**config.mk**
```make
export PLATFORM = sky130hd
export DESIGN_NAME = opponent_state_tracker
export DESIGN_NICKNAME = d
export VERILOG_FILES = /design/src/rtl/opponent_state_tracker.sv
export SDC_FILE = /design/constraint.sdc
export NUM_CORES = 1
export LEC_CHECK = 0
export CORE_MARGIN = 5
export CORE_UTILIZATION = 55
export DETAILED_ROUTE_END_ITERATION = 8
export PLACE_DENSITY = 0.85
export SYNTH_ARGS = -nofsm -noshare
export SYNTH_HDL_FRONTEND = slang
export SYNTH_SLANG_ARGS = --single-unit
```
**constraint.sdc**
```tcl
create_clock -name clk_in -period 8.37 [get_ports clk_in]
set_input_delay 0.837 -clock clk_in [delete_from_list [all_inputs] [get_ports clk_in]]
set_output_delay 0.837 -clock clk_in [all_outputs]
set_load 0.005 [all_outputs]
```
**src/rtl/opponent_state_tracker.sv**
```systemverilog
// -----------------------------------------------------------------------------
// opponent_state_tracker
//
// Purpose:
//   Takes validated opponent words from the Ethernet receive block and sorts
//   them by player ID into NUM_OPP per-opponent slots. Duplicate words are
//   suppressed. Each slot has a timeout counter that tracks link liveness.
//   At each frame start, a frame-coherent copy of every slot is published.
//
// Optional feature (macro OPP_STATS_EN):
//   When defined, adds pkt_count_out and drop_count_out. pkt_count_out counts
//   accepted words and wraps. drop_count_out counts dropped words and
//   saturates at 0xFFFF.
//
// Ports:
//   clk_in          system clock (eth_refclk domain)
//   rst_in          synchronous active-high reset
//   axiov_in        receive word valid
//   axiod_in        receive word; field positions:
//                     x[43:33] y[31:21] dir[19:11] game[7:5] reset[3] id[1:0]
//   frame_start_in  one-cycle pulse at the start of vertical blank
//   opp_x_out       published x per slot, slot k at [11k+10:11k]
//   opp_y_out       published y per slot, slot k at [11k+10:11k]
//   opp_dir_out     published direction per slot, slot k at [9k+8:9k]
//   opp_game_out    published game status per slot, slot k at [3k+2:3k]
//   opp_alive_out   live (not double-buffered) per-slot liveness
//   new_data_out    one-cycle per-slot pulse when a publish changed the slot
//   opp_reset_out   one-cycle pulse when an accepted word carries reset=1
//   pkt_count_out   (OPP_STATS_EN only) accepted-word count
//   drop_count_out  (OPP_STATS_EN only) dropped-word count
// -----------------------------------------------------------------------------
module opponent_state_tracker #(
    parameter int NUM_OPP     = 1,
    parameter int DATA_W      = 44,
    parameter int TIMEOUT_CYC = 2500000,
    parameter int CNT_W       = 22
) (
    input  logic                 clk_in,
    input  logic                 rst_in,
    input  logic                 axiov_in,
    input  logic [DATA_W-1:0]    axiod_in,
    input  logic                 frame_start_in,
    output logic [NUM_OPP*11-1:0] opp_x_out,
    output logic [NUM_OPP*11-1:0] opp_y_out,
    output logic [NUM_OPP*9-1:0]  opp_dir_out,
    output logic [NUM_OPP*3-1:0]  opp_game_out,
    output logic [NUM_OPP-1:0]    opp_alive_out,
    output logic [NUM_OPP-1:0]    new_data_out,
    output logic                  opp_reset_out
`ifdef OPP_STATS_EN
    ,
    output logic [15:0]           pkt_count_out,
    output logic [15:0]           drop_count_out
`endif
);

    localparam logic [CNT_W-1:0] CNT_LAST   = CNT_W'(TIMEOUT_CYC - 1);
    localparam logic [2:0]       SLOT_LIMIT = 3'(NUM_OPP);

    logic [43:0]        word;
    logic               word_nonzero;
    logic [1:0]         word_id;
    logic               id_in_range;
    logic               accept;
    logic               word_rst;
    logic [NUM_OPP-1:0] slot_hit;
    logic [NUM_OPP-1:0] pub_change;

    logic [10:0]      work_x    [NUM_OPP];
    logic [10:0]      work_y    [NUM_OPP];
    logic [8:0]       work_dir  [NUM_OPP];
    logic [2:0]       work_game [NUM_OPP];
    logic [43:0]      last_word [NUM_OPP];
    logic [CNT_W-1:0] idle_cnt  [NUM_OPP];

    // Bits above 43 carry nothing for this block. They are folded into a
    // throwaway net so that wider receive words stay lint-quiet.
    generate
        if (DATA_W > 44) begin : g_wide_word
            logic unused_high_bits;
            assign unused_high_bits = ^axiod_in[DATA_W-1:44];
        end
    endgenerate

    // Decode the incoming word. An all-zero word is treated as "no data".
    // With a single opponent, the ID field is ignored so that any sender
    // lands in slot 0.
    assign word         = axiod_in[43:0];
    assign word_nonzero = (word != 44'd0);
    assign word_id      = (NUM_OPP > 1) ? word[1:0] : 2'd0;
    assign id_in_range  = ({1'b0, word_id} < SLOT_LIMIT);
    assign accept       = axiov_in && word_nonzero && id_in_range;
    assign word_rst     = word[3];

    // One-hot slot select for the accepted word, plus a per-slot flag
    // showing whether the working copy differs from what is currently
    // published.
    always_comb begin
        slot_hit   = '0;
        pub_change = '0;
        for (int k = 0; k < NUM_OPP; k++) begin
            slot_hit[k]   = accept && (word_id == 2'(k));
            pub_change[k] = ({work_x[k], work_y[k], work_dir[k], work_game[k]} !=
                             {opp_x_out[k*11 +: 11], opp_y_out[k*11 +: 11],
                              opp_dir_out[k*9 +: 9], opp_game_out[k*3 +: 3]});
        end
    end

    // Working slots. A reset-flagged word wipes the slot and its duplicate
    // filter. Otherwise, only a word that differs from the last one stored
    // reloads the fields. Repeats leave the slot untouched.
    always_ff @(posedge clk_in) begin
        if (rst_in) begin
            for (int k = 0; k < NUM_OPP; k++) begin
                work_x[k]    <= '0;
                work_y[k]    <= '0;
                work_dir[k]  <= '0;
                work_game[k] <= '0;
                last_word[k] <= '0;
            end
        end else begin
            for (int k = 0; k < NUM_OPP; k++) begin
                if (slot_hit[k]) begin
                    if (word_rst) begin
                        work_x[k]    <= '0;
                        work_y[k]    <= '0;
                        work_dir[k]  <= '0;
                        work_game[k] <= '0;
                        last_word[k] <= '0;
                    end else if (word != last_word[k]) begin
                        work_x[k]    <= word[43:33];
                        work_y[k]    <= word[31:21];
                        work_dir[k]  <= word[19:11];
                        work_game[k] <= word[7:5];
                        last_word[k] <= word;
                    end
                end
            end
        end
    end

    // Liveness. Any accepted word, duplicate or reset, refreshes the slot.
    // A live slot counts idle cycles. It dies when the counter has reached
    // its last value, and the counter then holds. Acceptance is checked
    // first, so it wins over a simultaneous expiry.
    always_ff @(posedge clk_in) begin
        if (rst_in) begin
            opp_alive_out <= '0;
            for (int k = 0; k < NUM_OPP; k++) begin
                idle_cnt[k] <= '0;
            end
        end else begin
            for (int k = 0; k < NUM_OPP; k++) begin
                if (slot_hit[k]) begin
                    idle_cnt[k]      <= '0;
                    opp_alive_out[k] <= 1'b1;
                end else if (opp_alive_out[k]) begin
                    if (idle_cnt[k] == CNT_LAST) begin
                        opp_alive_out[k] <= 1'b0;
                    end else begin
                        idle_cnt[k] <= idle_cnt[k] + 1'b1;
                    end
                end
            end
        end
    end

    // Publish. On a frame start, every working slot is copied out. Because
    // this samples the working registers before this edge's update, a word
    // that arrives together with frame_start waits for the next frame.
    always_ff @(posedge clk_in) begin
        if (rst_in) begin
            opp_x_out    <= '0;
            opp_y_out    <= '0;
            opp_dir_out  <= '0;
            opp_game_out <= '0;
            new_data_out <= '0;
        end else begin
            new_data_out <= '0;
            if (frame_start_in) begin
                for (int k = 0; k < NUM_OPP; k++) begin
                    opp_x_out[k*11 +: 11] <= work_x[k];
                    opp_y_out[k*11 +: 11] <= work_y[k];
                    opp_dir_out[k*9 +: 9] <= work_dir[k];
                    opp_game_out[k*3 +: 3] <= work_game[k];
                    new_data_out[k]       <= pub_change[k];
                end
            end
        end
    end

    // Remote reset notification: one pulse per accepted reset-flagged word.
    always_ff @(posedge clk_in) begin
        if (rst_in) begin
            opp_reset_out <= 1'b0;
        end else begin
            opp_reset_out <= accept && word_rst;
        end
    end

`ifdef OPP_STATS_EN
    // Link statistics. A valid cycle that is not accepted counts as a drop.
    // This covers both an all-zero word and an out-of-range ID.
    always_ff @(posedge clk_in) begin
        if (rst_in) begin
            pkt_count_out  <= '0;
            drop_count_out <= '0;
        end else begin
            if (accept) begin
                pkt_count_out <= pkt_count_out + 16'd1;
            end
            if (axiov_in && !accept && (drop_count_out != 16'hFFFF)) begin
                drop_count_out <= drop_count_out + 16'd1;
            end
        end
    end
`endif

endmodule
```
==> results_dict.tcl <==
set metrics [dict create \
    final_max_slew_viol_count 0 \
    syn_nets 490 \
    routedWlPerCell_um 18.5 \
    cp_max_fo 22 \
    utilization 0.680 \
    overflow 0 \
    finalSetupViolCount 0 \
    synth_seq_cells 103 \
    row_count 35 \
    slew_headroom 0.284 \
    insertion_delay_ns 0.36 \
    track_usage 0.217 \
    yosysUniqueCellTypes 31 \
    dieWidth_um 106 \
    cts-resized-gates 0 \
    post_cts_buffers 0 \
    dieArea_sq_um 11200 \
    ant_nets 0 \
    nNetsFinal 574 \
    min_path_cells 2 \
    post-route-period-util 0.391 \
    start_util 0.555 \
    coreArea_sq_um 9060 \
    cts_tree "built" \
    placed_area_sq_um 5970 \
    max_stage_delay_ns 0.59 \
    vias 3625 \
    dp.cells 625 \
    critPathCaptureType "flip-flop" \
    antenna_found_initial 0 \
    power.density_nw_per_um2 172 \
    hold_class "flip-flop to flip-flop" \
    areaGrowthSynthToFinish_pct 22.5 \
    r2r_end "idle_cnt[0][5]$_SDFFCE_PN0P_" \
    grt_pass1_wl_um 18900 \
    worstPathArrival_ns 3.17 \
    multiInputGateArea_sq_um 2240 \
    synth.area.top_cells "edfxtp_1, dfxtp_1, xor2_1" \
    netlist_area_sq_um 5030 \
    hold_end "opp_alive_out$_SDFF_PP0_" \
    status "finished, final reports clean" \
    path_cells "clkdlybuf4s50_1 > nor4_1 > nand4_1 > o31a_1 > nor2_1 > nand2_1" \
    path_class "input port to flip-flop" \
    path_clk_slew_ns 0.09 \
    yosysSeqAreaShare 0.541 \
    cts_max_level 3 \
    synth_top_area_frac 0.394 \
    ir_drop_uv 124 \
    route.detailed.drc 0 \
    timing.fmax_ghz 0.306 \
    cts_max_path_buffers 2 \
    routed_wl_um 11900 \
    rsz0062_at_grt "no" \
    die_y_um 106 \
    yosysWarningCount 0 \
    cp.required_ns 8.27 \
    gp_congestion 0.880 \
    synthCells 441 \
    ios 85 \
    critPathLaunchType "input port" \
    fin_cells 641 \
    numPortBuffers 84 \
    diodes 0 \
    dp_hpwl_um 8860 \
    clock-root-buffer "clkbuf_8" \
    synth_area_leader_cell "edfxtp_1" \
    tightestPinTransition_ns 1.07 \
    grt_max_degree 42 \
    p_total_mw 1.06 \
    dr.pass1.iters 4 \
    final_cell_area_sq_um 6160 \
    rr_startpoint "idle_cnt[0][11]$_SDFFCE_PN0P_" \
    fin_crit_ns 3.27 \
    hold_viol 0 \
    max_cap_viol_count 0 \
    clock_skew_ns 0.0117 \
    ctsHoldBuffers 0 \
    r2r_slack_ns 5.80 \
    regArea_sq_um 2720 \
    avgSynthCellArea_sq_um 11.4 \
    clock_sinks 103 \
    numCtsBuffers 9 \
    drt_iter0_drc 235 \
    routed_via_density 5.66 \
    hold_start "opp_alive_out$_SDFF_PP0_" \
    grt_pass1_vias 3693 \
    leakage_nw 2.31 \
    crit_slowest_cell "nand2_1" \
    tns_ns 0 \
    drive_gt1_frac 0.0472 \
    rr_worst_depth 4 \
    fillers 664 \
]
-- layer usage --
metal	track usage	share of wire	vias to the layer above	wire (um)
li1	-	-	1712	-
met1	0.284	0.43	1742	5060
met2	0.353	0.48	143	5670
met3	0.0570	0.067	28	796
met4	0.0712	0.028	0	328
met5	0	0	-	0
-- through the flow --
step | setup slack [ns] | hold slack (ns)
after floorplan | 4.53 | 0.475
after global placement | 4.80 | 0.518
after detailed placement | 4.74 | 0.524
after CTS | 5.12 | 0.537
after global routing | 4.90 | 0.567
final | 5.10 | 0.545
-- cell type report --
cell class / instances / area share
Sequential cell: 103 / 0.442
Multi-Input combinational cell: 320 / 0.363
Timing Repair Buffer: 87 / 0.139
Clock buffer: 12 / 0.0235
Tap cell: 111 / 0.0225
Clock inverter: 4 / 0.00751
Inverter: 4 / 0.00244
-- critical path, delay by kind of cell --
family | cells | cell delay [ns]
buf+inv | 1 | 0.52
compound gates | 1 | 0.32
simple gates | 4 | 1.48
-- worst max-delay path by stage --
stage | endpoint | slack, ns | start | cells past startpoint
after floorplan | last_word[0][0]$_SDFFCE_PN0P_ | 4.53 | axiod_in[34] | 5
after global placement | idle_cnt[0][11]$_SDFFCE_PN0P_ | 4.80 | axiod_in[3] | 6
after detailed placement | idle_cnt[0][11]$_SDFFCE_PN0P_ | 4.74 | axiod_in[3] | 6
after CTS | idle_cnt[0][2]$_SDFFCE_PN0P_ | 5.12 | axiod_in[3] | 6
after global routing | idle_cnt[0][2]$_SDFFCE_PN0P_ | 4.90 | axiod_in[3] | 6
final | idle_cnt[0][5]$_SDFFCE_PN0P_ | 5.10 | axiod_in[3] | 6
-- cells by family after synthesis --
logic type / count (synthesis) / share of synthesized area
DFF: 103 / 0.541
and+or+nand+nor: 180 / 0.191
other: 1 / 0.000745
xor gates and xnor gates: 98 / 0.171
AOI/OAI and AO/OA: 6 / 0.0104
muxes: 34 / 0.0676
adders and majority gates: 1 / 0.00249
buffers and inverters: 18 / 0.0167
-- Yosys cell counts --
master,count
a21oi_1,2
a311oi_1,1
and2_1,42
and2_2,1
and3_1,3
and3b_1,1
and4b_1,1
buf_1,4
buf_6,2
clkbuf_1,7
clkbuf_2,1
conb_1,1
dfxtp_1,37
edfxtp_1,66
ha_1,1
inv_1,4
mux2i_1,34
nand2_1,6
nand3_1,14
nand4_1,16
nor2_1,58
nor2_2,3
nor3_1,6
nor3b_1,1
nor4_1,25
nor4b_1,2
o31a_1,2
o41ai_2,1
or3_4,1
xnor2_1,38
xor2_1,60
-- power breakdown --
| group | internal, mW | total [mW] | switching, mW |
|---|---|---|---|
| sequential | 0.572 | 0.603 | 0.0317 |
| clock | 0.146 | 0.312 | 0.165 |
| combinational | 0.0770 | 0.144 | 0.0673 |
-- flip-flops by register name (all words and copies together), names as in the netlist, 3 cells and up --
| name | flops |
|---|---|
| work_x | 11 |
| work_y | 10 |
| opp_y_out | 11 |
| opp_dir_out | 9 |
| last_word | 23 |
| opp_x_out | 11 |
| idle_cnt | 22 |
| opp_game_out | 3 |
-- placed cells by master (no fill, tap or decap), drive strengths merged, types with 5 or more instances in the layout --
cell,synthesis,routed
nand4,16,16
dfxtp,37,37
edfxtp,66,66
mux2i,34,34
nand2,6,6
nor2,61,61
inv,4,5
clkdlybuf4s50,0,83
nor3,6,6
and2,43,43
nand3,14,14
clkbuf,8,12
xor2,60,60
xnor2,38,38
nor4,25,25
No activity file was read; power rests on OpenSTA's default activity.
